`src/rtl/capture_seq_ctrl.sv`:
```
// capture_seq_ctrl: capture sequencer and write/read-back port arbiter for the dual-bank capture RAMs.
// Optional build macro CAP_TRIG_EN: ARMED waits for a registered rising edge of trig before capturing.
module capture_seq_ctrl #(
  parameter int AW         = 19,
  parameter int DW         = 16,
  parameter int HALF_DEPTH = 176128,
  parameter int CAP_LEN    = 176128,
  parameter int DECIM      = 2
) (
  input  logic          clk,
  input  logic          reset,
  input  logic          arm,
  input  logic          trig,
  input  logic          mcu_ack,
  input  logic          smp_valid,
  output logic          mem_en,
  output logic          mem_we,
  output logic [AW-1:0] mem_addra,
  output logic [AW-1:0] mem_addrb,
  input  logic [DW-1:0] mem_douta_a,
  input  logic [DW-1:0] mem_douta_b,
  input  logic          mcu_rd_en,
  input  logic [AW-1:0] mcu_rd_addr,
  input  logic          mcu_bank,
  output logic [DW-1:0] mcu_rd_data,
  output logic          mcu_rd_valid,
  output logic          mcu_rd_err,
  output logic          busy,
  output logic          done,
  output logic [AW-1:0] wr_count,
  output logic [1:0]    state_dbg
);

  localparam int DCW = (DECIM > 1) ? $clog2(DECIM) : 1;
  localparam int AW1 = AW + 1;
  localparam logic [DCW-1:0] DECIM_LAST = DCW'(DECIM - 1);
  localparam logic [AW-1:0]  LAST_PTR   = AW'(CAP_LEN - 1);
  localparam logic [AW-1:0]  HALF_OFS   = AW'(HALF_DEPTH);
  localparam logic [AW:0]    RD_LIMIT   = AW1'(2 * HALF_DEPTH);

  typedef enum logic [1:0] {
    IDLE    = 2'd0,
    ARMED   = 2'd1,
    CAPTURE = 2'd2,
    DONE    = 2'd3
  } state_t;

  state_t         state, state_nxt;
  logic [AW-1:0]  wr_ptr;
  logic [AW-1:0]  wr_count_q;
  logic [DCW-1:0] decim_cnt;
  logic           wr_fire;
  logic           last_write;
  logic           rd_in_range;
  logic           rd_ok;
  logic           rd_err;
  logic           rd_ok_q;
  logic           rd_err_q;
  logic           bank_q;
  logic           trig_go;

`ifdef CAP_TRIG_EN
  logic trig_q, trig_qq;

  always_ff @(posedge clk) begin
    if (reset) begin
      trig_q  <= 1'b0;
      trig_qq <= 1'b0;
    end else begin
      trig_q  <= trig;
      trig_qq <= trig_q;
    end
  end

  // A level already high before ARMED never produces an edge here.
  assign trig_go = trig_q && !trig_qq;
`else
  logic unused_trig;
  assign unused_trig = trig;
  assign trig_go     = 1'b1;
`endif

  // arm takes priority over any write in the same cycle: the restart drops it.
  assign wr_fire     = (state == CAPTURE) && smp_valid && (decim_cnt == '0) && !arm;
  assign last_write  = wr_fire && (wr_ptr == LAST_PTR);
  assign rd_in_range = ({1'b0, mcu_rd_addr} < RD_LIMIT);

  // MCU read handshake: mcu_rd_en is a single-cycle request with no back-pressure;
  // every request yields exactly one pulse two cycles later, mcu_rd_valid (with
  // mcu_rd_data) if accepted or mcu_rd_err if refused.
  assign rd_ok  = mcu_rd_en && (state == DONE) && rd_in_range;
  assign rd_err = mcu_rd_en && !rd_ok;

  always_ff @(posedge clk) begin
    if (reset) begin
      state <= IDLE;
    end else begin
      state <= state_nxt;
    end
  end

  always_comb begin
    state_nxt = state;
    case (state)
      IDLE: begin
        if (arm) state_nxt = ARMED;
      end
      ARMED: begin
        if (arm)          state_nxt = ARMED;
        else if (trig_go) state_nxt = CAPTURE;
      end
      CAPTURE: begin
        if (arm)             state_nxt = ARMED;
        else if (last_write) state_nxt = DONE;
      end
      DONE: begin
        if (arm)          state_nxt = ARMED;
        else if (mcu_ack) state_nxt = IDLE;
      end
      default: state_nxt = IDLE;
    endcase
  end

  // Every arm lands in ARMED, so arm alone clears the capture counters.
  always_ff @(posedge clk) begin
    if (reset) begin
      wr_ptr     <= '0;
      wr_count_q <= '0;
      decim_cnt  <= '0;
    end else if (arm) begin
      wr_ptr     <= '0;
      wr_count_q <= '0;
      decim_cnt  <= '0;
    end else if ((state == CAPTURE) && smp_valid) begin
      decim_cnt <= (decim_cnt == DECIM_LAST) ? '0 : decim_cnt + DCW'(1);
      if (wr_fire) begin
        wr_ptr     <= wr_ptr + AW'(1);
        wr_count_q <= wr_count_q + AW'(1);
      end
    end
  end

  // Writes and reads are exclusive by state; reset blocks any RAM access at once.
  always_comb begin
    mem_en    = 1'b0;
    mem_we    = 1'b0;
    mem_addra = mcu_rd_addr;
    mem_addrb = '0;
    if (reset) begin
      mem_addra = '0;
    end else if (wr_fire) begin
      mem_en    = 1'b1;
      mem_we    = 1'b1;
      mem_addra = wr_ptr;
      mem_addrb = wr_ptr + HALF_OFS;
    end else if (rd_ok) begin
      mem_en = 1'b1;
    end
  end

  // Stage 1 tracks the RAM's one-cycle latency; stage 2 registers the bank-selected data.
  always_ff @(posedge clk) begin
    if (reset) begin
      rd_ok_q      <= 1'b0;
      rd_err_q     <= 1'b0;
      bank_q       <= 1'b0;
      mcu_rd_valid <= 1'b0;
      mcu_rd_err   <= 1'b0;
      mcu_rd_data  <= '0;
    end else begin
      rd_ok_q      <= rd_ok;
      rd_err_q     <= rd_err;
      bank_q       <= mcu_bank;
      mcu_rd_valid <= rd_ok_q;
      mcu_rd_err   <= rd_err_q;
      if (rd_ok_q) begin
        mcu_rd_data <= bank_q ? mem_douta_b : mem_douta_a;
      end else begin
        mcu_rd_data <= '0;
      end
    end
  end

  assign busy      = (state == ARMED) || (state == CAPTURE);
  assign done      = (state == DONE);
  assign wr_count  = wr_count_q;
  assign state_dbg = state;

endmodule

```
`config.mk`:
```
export PLATFORM = sky130hd
export DESIGN_NAME = capture_seq_ctrl
export DESIGN_NICKNAME = d
export VERILOG_FILES = /design/src/rtl/capture_seq_ctrl.sv
export SDC_FILE = /design/constraint.sdc
export NUM_CORES = 1
export LEC_CHECK = 0
export CAP_MARGIN = 20
export CORE_MARGIN = 1
export CORE_UTILIZATION = 42
export CTS_CLUSTER_DIAMETER = 100
export CTS_CLUSTER_SIZE = 14
export DETAILED_ROUTE_END_ITERATION = 12
export GPL_TIMING_DRIVEN = 0
export PLACE_DENSITY_LB_ADDON = 0.05
export SLEW_MARGIN = 20
export SYNTH_ARGS = -nofsm -noshare
export SYNTH_HDL_FRONTEND = slang
export SYNTH_SLANG_ARGS = --single-unit
```
`constraint.sdc`:
```
create_clock -name clk -period 3.2 [get_ports clk]
set_clock_uncertainty 0.2 [all_clocks]
set_input_delay 0.64 -clock clk [delete_from_list [all_inputs] [get_ports clk]]
set_output_delay 0.64 -clock clk [all_outputs]
set_load 0.01 [all_outputs]
```
==> results.sh <==
export IMPL_use_met2_pct=38.3
export IMPL_crit_path_max_fanout=10
export IMPL_fillCellCount=660
export IMPL_synth_seq_cells=62
export IMPL_grt_pass1_wl_mm=13.7
export IMPL_die_area_sq_mm=0.00777
export IMPL_fin_area_sq_mm=0.00483
export IMPL_synth_most_common_cell="nor2_1"
export IMPL_rows=31
export IMPL_hold_class="reg2reg"
export IMPL_max_slew_margin_pct=63.6
export IMPL_max_freq_mhz=324
export IMPL_die_x_microns=88.1
export IMPL_drv_slew=0
export IMPL_synth_edff_count=0
export IMPL_grt_setup_unrepaired="false"
export IMPL_syn2layout_area_growth_pct=55.1
export IMPL_endpoint_kind="primary output"
export IMPL_outcome="finished clean"
export IMPL_worst_slew_pin_slew_ns=0.545
export IMPL_synth_warning_count=0
export IMPL_core_area_sq_mm=0.00721
export IMPL_drv_cap=0
export IMPL_worstSetupPathType="reg2out"
export IMPL_met3_usage_pct=4.15
export IMPL_drive_gt1_share_pct=9.40
export IMPL_clock_sinks=62
export IMPL_chipHeight_microns=88.1
export IMPL_h_tree_depth=3
export IMPL_use_met1_pct=28.8
export IMPL_cp_required_ns=2.36
export IMPL_cts_clk_slew_worst_paths_ns=0.07
export IMPL_first_iter_violations=101
export IMPL_ys_types=41
export IMPL_ys_flop_type="dfxtp_1"
export IMPL_cts_tree="yes"
export IMPL_vias_per_cell=4.97
export IMPL_fin_nets=585
export IMPL_synth_commonest_cells="nor2_1 (67), dfxtp_1 (62), nand2_1 (29), xor2_1 (23), mux2i_1 (18)"
export IMPL_antenna_cells=0
export IMPL_synth_top_cell_area_share_pct=39.8
export IMPL_min_period_ns=3.09
export IMPL_busiest_layer="met2"
export IMPL_netlist_instances=366
export IMPL_syn_area_per_cell_sq_um=8.51
export IMPL_cts_root_buf="clkbuf_8"
export IMPL_final_util_pct=67.0
export IMPL_insertion_delay_ns=0.33
export IMPL_ir_drop_mv=0.382
export IMPL_hold_violations=0
export IMPL_clock_path_buffers=2
export IMPL_drc=0
export IMPL_finalCritPeriodShare_pct=96.5
export IMPL_seq_area_frac_synth_pct=39.8
export IMPL_cts_made_buffers=9
export IMPL_vias=3083
export IMPL_postPlaceCellArea_sq_mm=0.00462
export IMPL_p_per_area_mw_per_mm2=342
export IMPL_grt_max_degree=11
export IMPL_antenna_found_initial=0
export IMPL_p_leak_nw=1.95
export IMPL_startpoint_type="flip-flop"
export IMPL_wl_mm=8.61
export IMPL_grt_total_usage_pct=22.6
export IMPL_grt_pass1_vias=2828
export IMPL_syn_nets=435
export IMPL_netlist_top_cells_area="dfxtp_1 (40%), nor2_1 (8.1%), xor2_1 (6.5%), mux2i_1 (5.8%), ha_1 (4.0%)"
export IMPL_yosys_area_top_type="dfxtp_1"
export IMPL_gp_congestion=0.803
export IMPL_finalSetupViolations=0
export IMPL_synthesis_area_sq_mm=0.00312
export IMPL_dp_hpwl_mm=6.43
export IMPL_arrival_ns=2.25
export IMPL_pin_count=140
export IMPL_dr_pass1_iters=4
export IMPL_globalRouteOverflowTotal=0
export IMPL_start_util_pct=43.2
export IMPL_wl_per_cell_microns=13.9
export IMPL_io_buffers=138
export IMPL_ys_async_sr_fraction_pct=0
export IMPL_drtAntennaViolNets=0
cells in the final DEF, fill, tap and decap left out, types with 2 or more instances in the layout:
cell type	n
nor4_2	2
ha_1	9
and3_1	4
xor2_1	23
nor2_1	65
a21oi_1	12
clkbuf_8	11
nor3_1	8
dlygate4sd2_1	22
nand3_1	14
clkdlybuf4s15_1	3
and2_1	10
buf_1	2
xnor2_1	13
buf_2	6
buf_6	3
nand2_1	29
or2_2	2
nand2b_1	4
clkbuf_1	9
buf_4	2
nor2b_1	4
o21ai_0	5
dfxtp_1	59
nand4_1	11
inv_1	10
mux2i_1	18
clkbuf_2	3
nor4_1	5
or3_1	5
dfxtp_2	2
clkdlybuf4s50_1	108
a21o_1	12
sequential cells by signal, summed over array words and instances (netlist names):
signal / count
bank_q: 1
decim_cnt: 1
rd_ok_q: 1
mcu_rd_valid: 1
rd_err_q: 1
mcu_rd_data: 16
wr_ptr: 19
state_dbg: 2
mcu_rd_err: 1
wr_count: 19
critical path, cell delays in order, from the launching register on:
cell and delay (ns):
dfxtp_4 0.38, inv_4 0.08, ha_4 0.17, nand2_1 0.08, or3_1 0.37, buf_6 0.16, inv_2 0.08, buf_6 0.12
and2_1 0.15, a21o_1 0.08, dlygate4sd2_1 0.25
logic make-up after synthesis:
kind of cell / synth area share, %
buffers and inverters: 3.98
adder cells (fa/ha/maj): 4.02
AND/OR/NAND/NOR: 28.9
multiplexers: 5.78
XOR/XNOR: 10.1
flip-flops: 39.8
AO/OA/AOI/OAI: 7.39
per-stage QoR:
stage | setup TNS, ns | power (mW) | setup WS, ns | std cells | hold WS (ns)
final | 0 | 1.65 | 0.114 | 620 | 0.259
after global routing | 0 | 1.71 | 0.00469 | 620 | 0.278
after CTS | 0 | 1.66 | 0.00920 | 619 | 0.256
after detailed placement | -20.90 | 0.980 | -0.727 | 603 | 0.252
after global placement | -19.92 | 0.977 | -0.693 | 603 | 0.221
after floorplan | 0 | 0.861 | 0.451 | 366 | 0.214
per-layer routing:
| layer | up-vias | routed length, microns | share of wire (%) |
|---|---|---|---|
| li1 | 1530 | - | - |
| met1 | 1451 | 3840 | 45 |
| met2 | 89 | 4180 | 49 |
| met3 | 13 | 475 | 5.5 |
| met4 | 0 | 111 | 1.3 |
| met5 | - | 0 | 0 |
where the power goes:
group          switching (mW)  internal, mW
Sequential            0.00443         0.775
Clock                   0.291         0.402
Combinational          0.0692         0.111
Total                   0.365          1.29
final timing paths:
kind         slack (ns)  cells past startpoint                   endpoint                 startpoint
max                0.11                     10               mem_addra[8]  state_dbg[0]$_SDFFE_PP0P_
min                0.26                      1      mcu_rd_err$_SDFF_PP0_        rd_err_q$_SDFF_PP0_
max reg2reg        1.04                      7  state_dbg[1]$_SDFFE_PP0P_  state_dbg[0]$_SDFFE_PP0P_
min reg2reg        0.26                      1      mcu_rd_err$_SDFF_PP0_        rd_err_q$_SDFF_PP0_
area by class of cell:
| type | count | area [sq um] | area share [%] |
|---|---|---|---|
| Multi-Input combinational cell | 275 | 1780 | 36.8 |
| Timing Repair Buffer | 139 | 1340 | 27.7 |
| Sequential cell | 62 | 1250 | 25.8 |
| Clock buffer | 13 | 159 | 3.29 |
| Tap cell | 99 | 124 | 2.56 |
| Buffer | 17 | 95.1 | 1.97 |
| Inverter | 12 | 47.5 | 0.984 |
| Clock inverter | 3 | 42.5 | 0.880 |
what timing repair did:
| item | CTS | global route |
|---|---|---|
| endpoints found under the setup margin | 40 | 19 |
| endpoints found under the hold margin | 0 | 0 |
| gates resized for setup | 51 | 16 |
| gates cloned | 0 | 0 |
| hold buffers | 0 | 0 |
| buffers inserted | 0 | 1 |
Note: power is estimated with default switching activity, not from simulation.
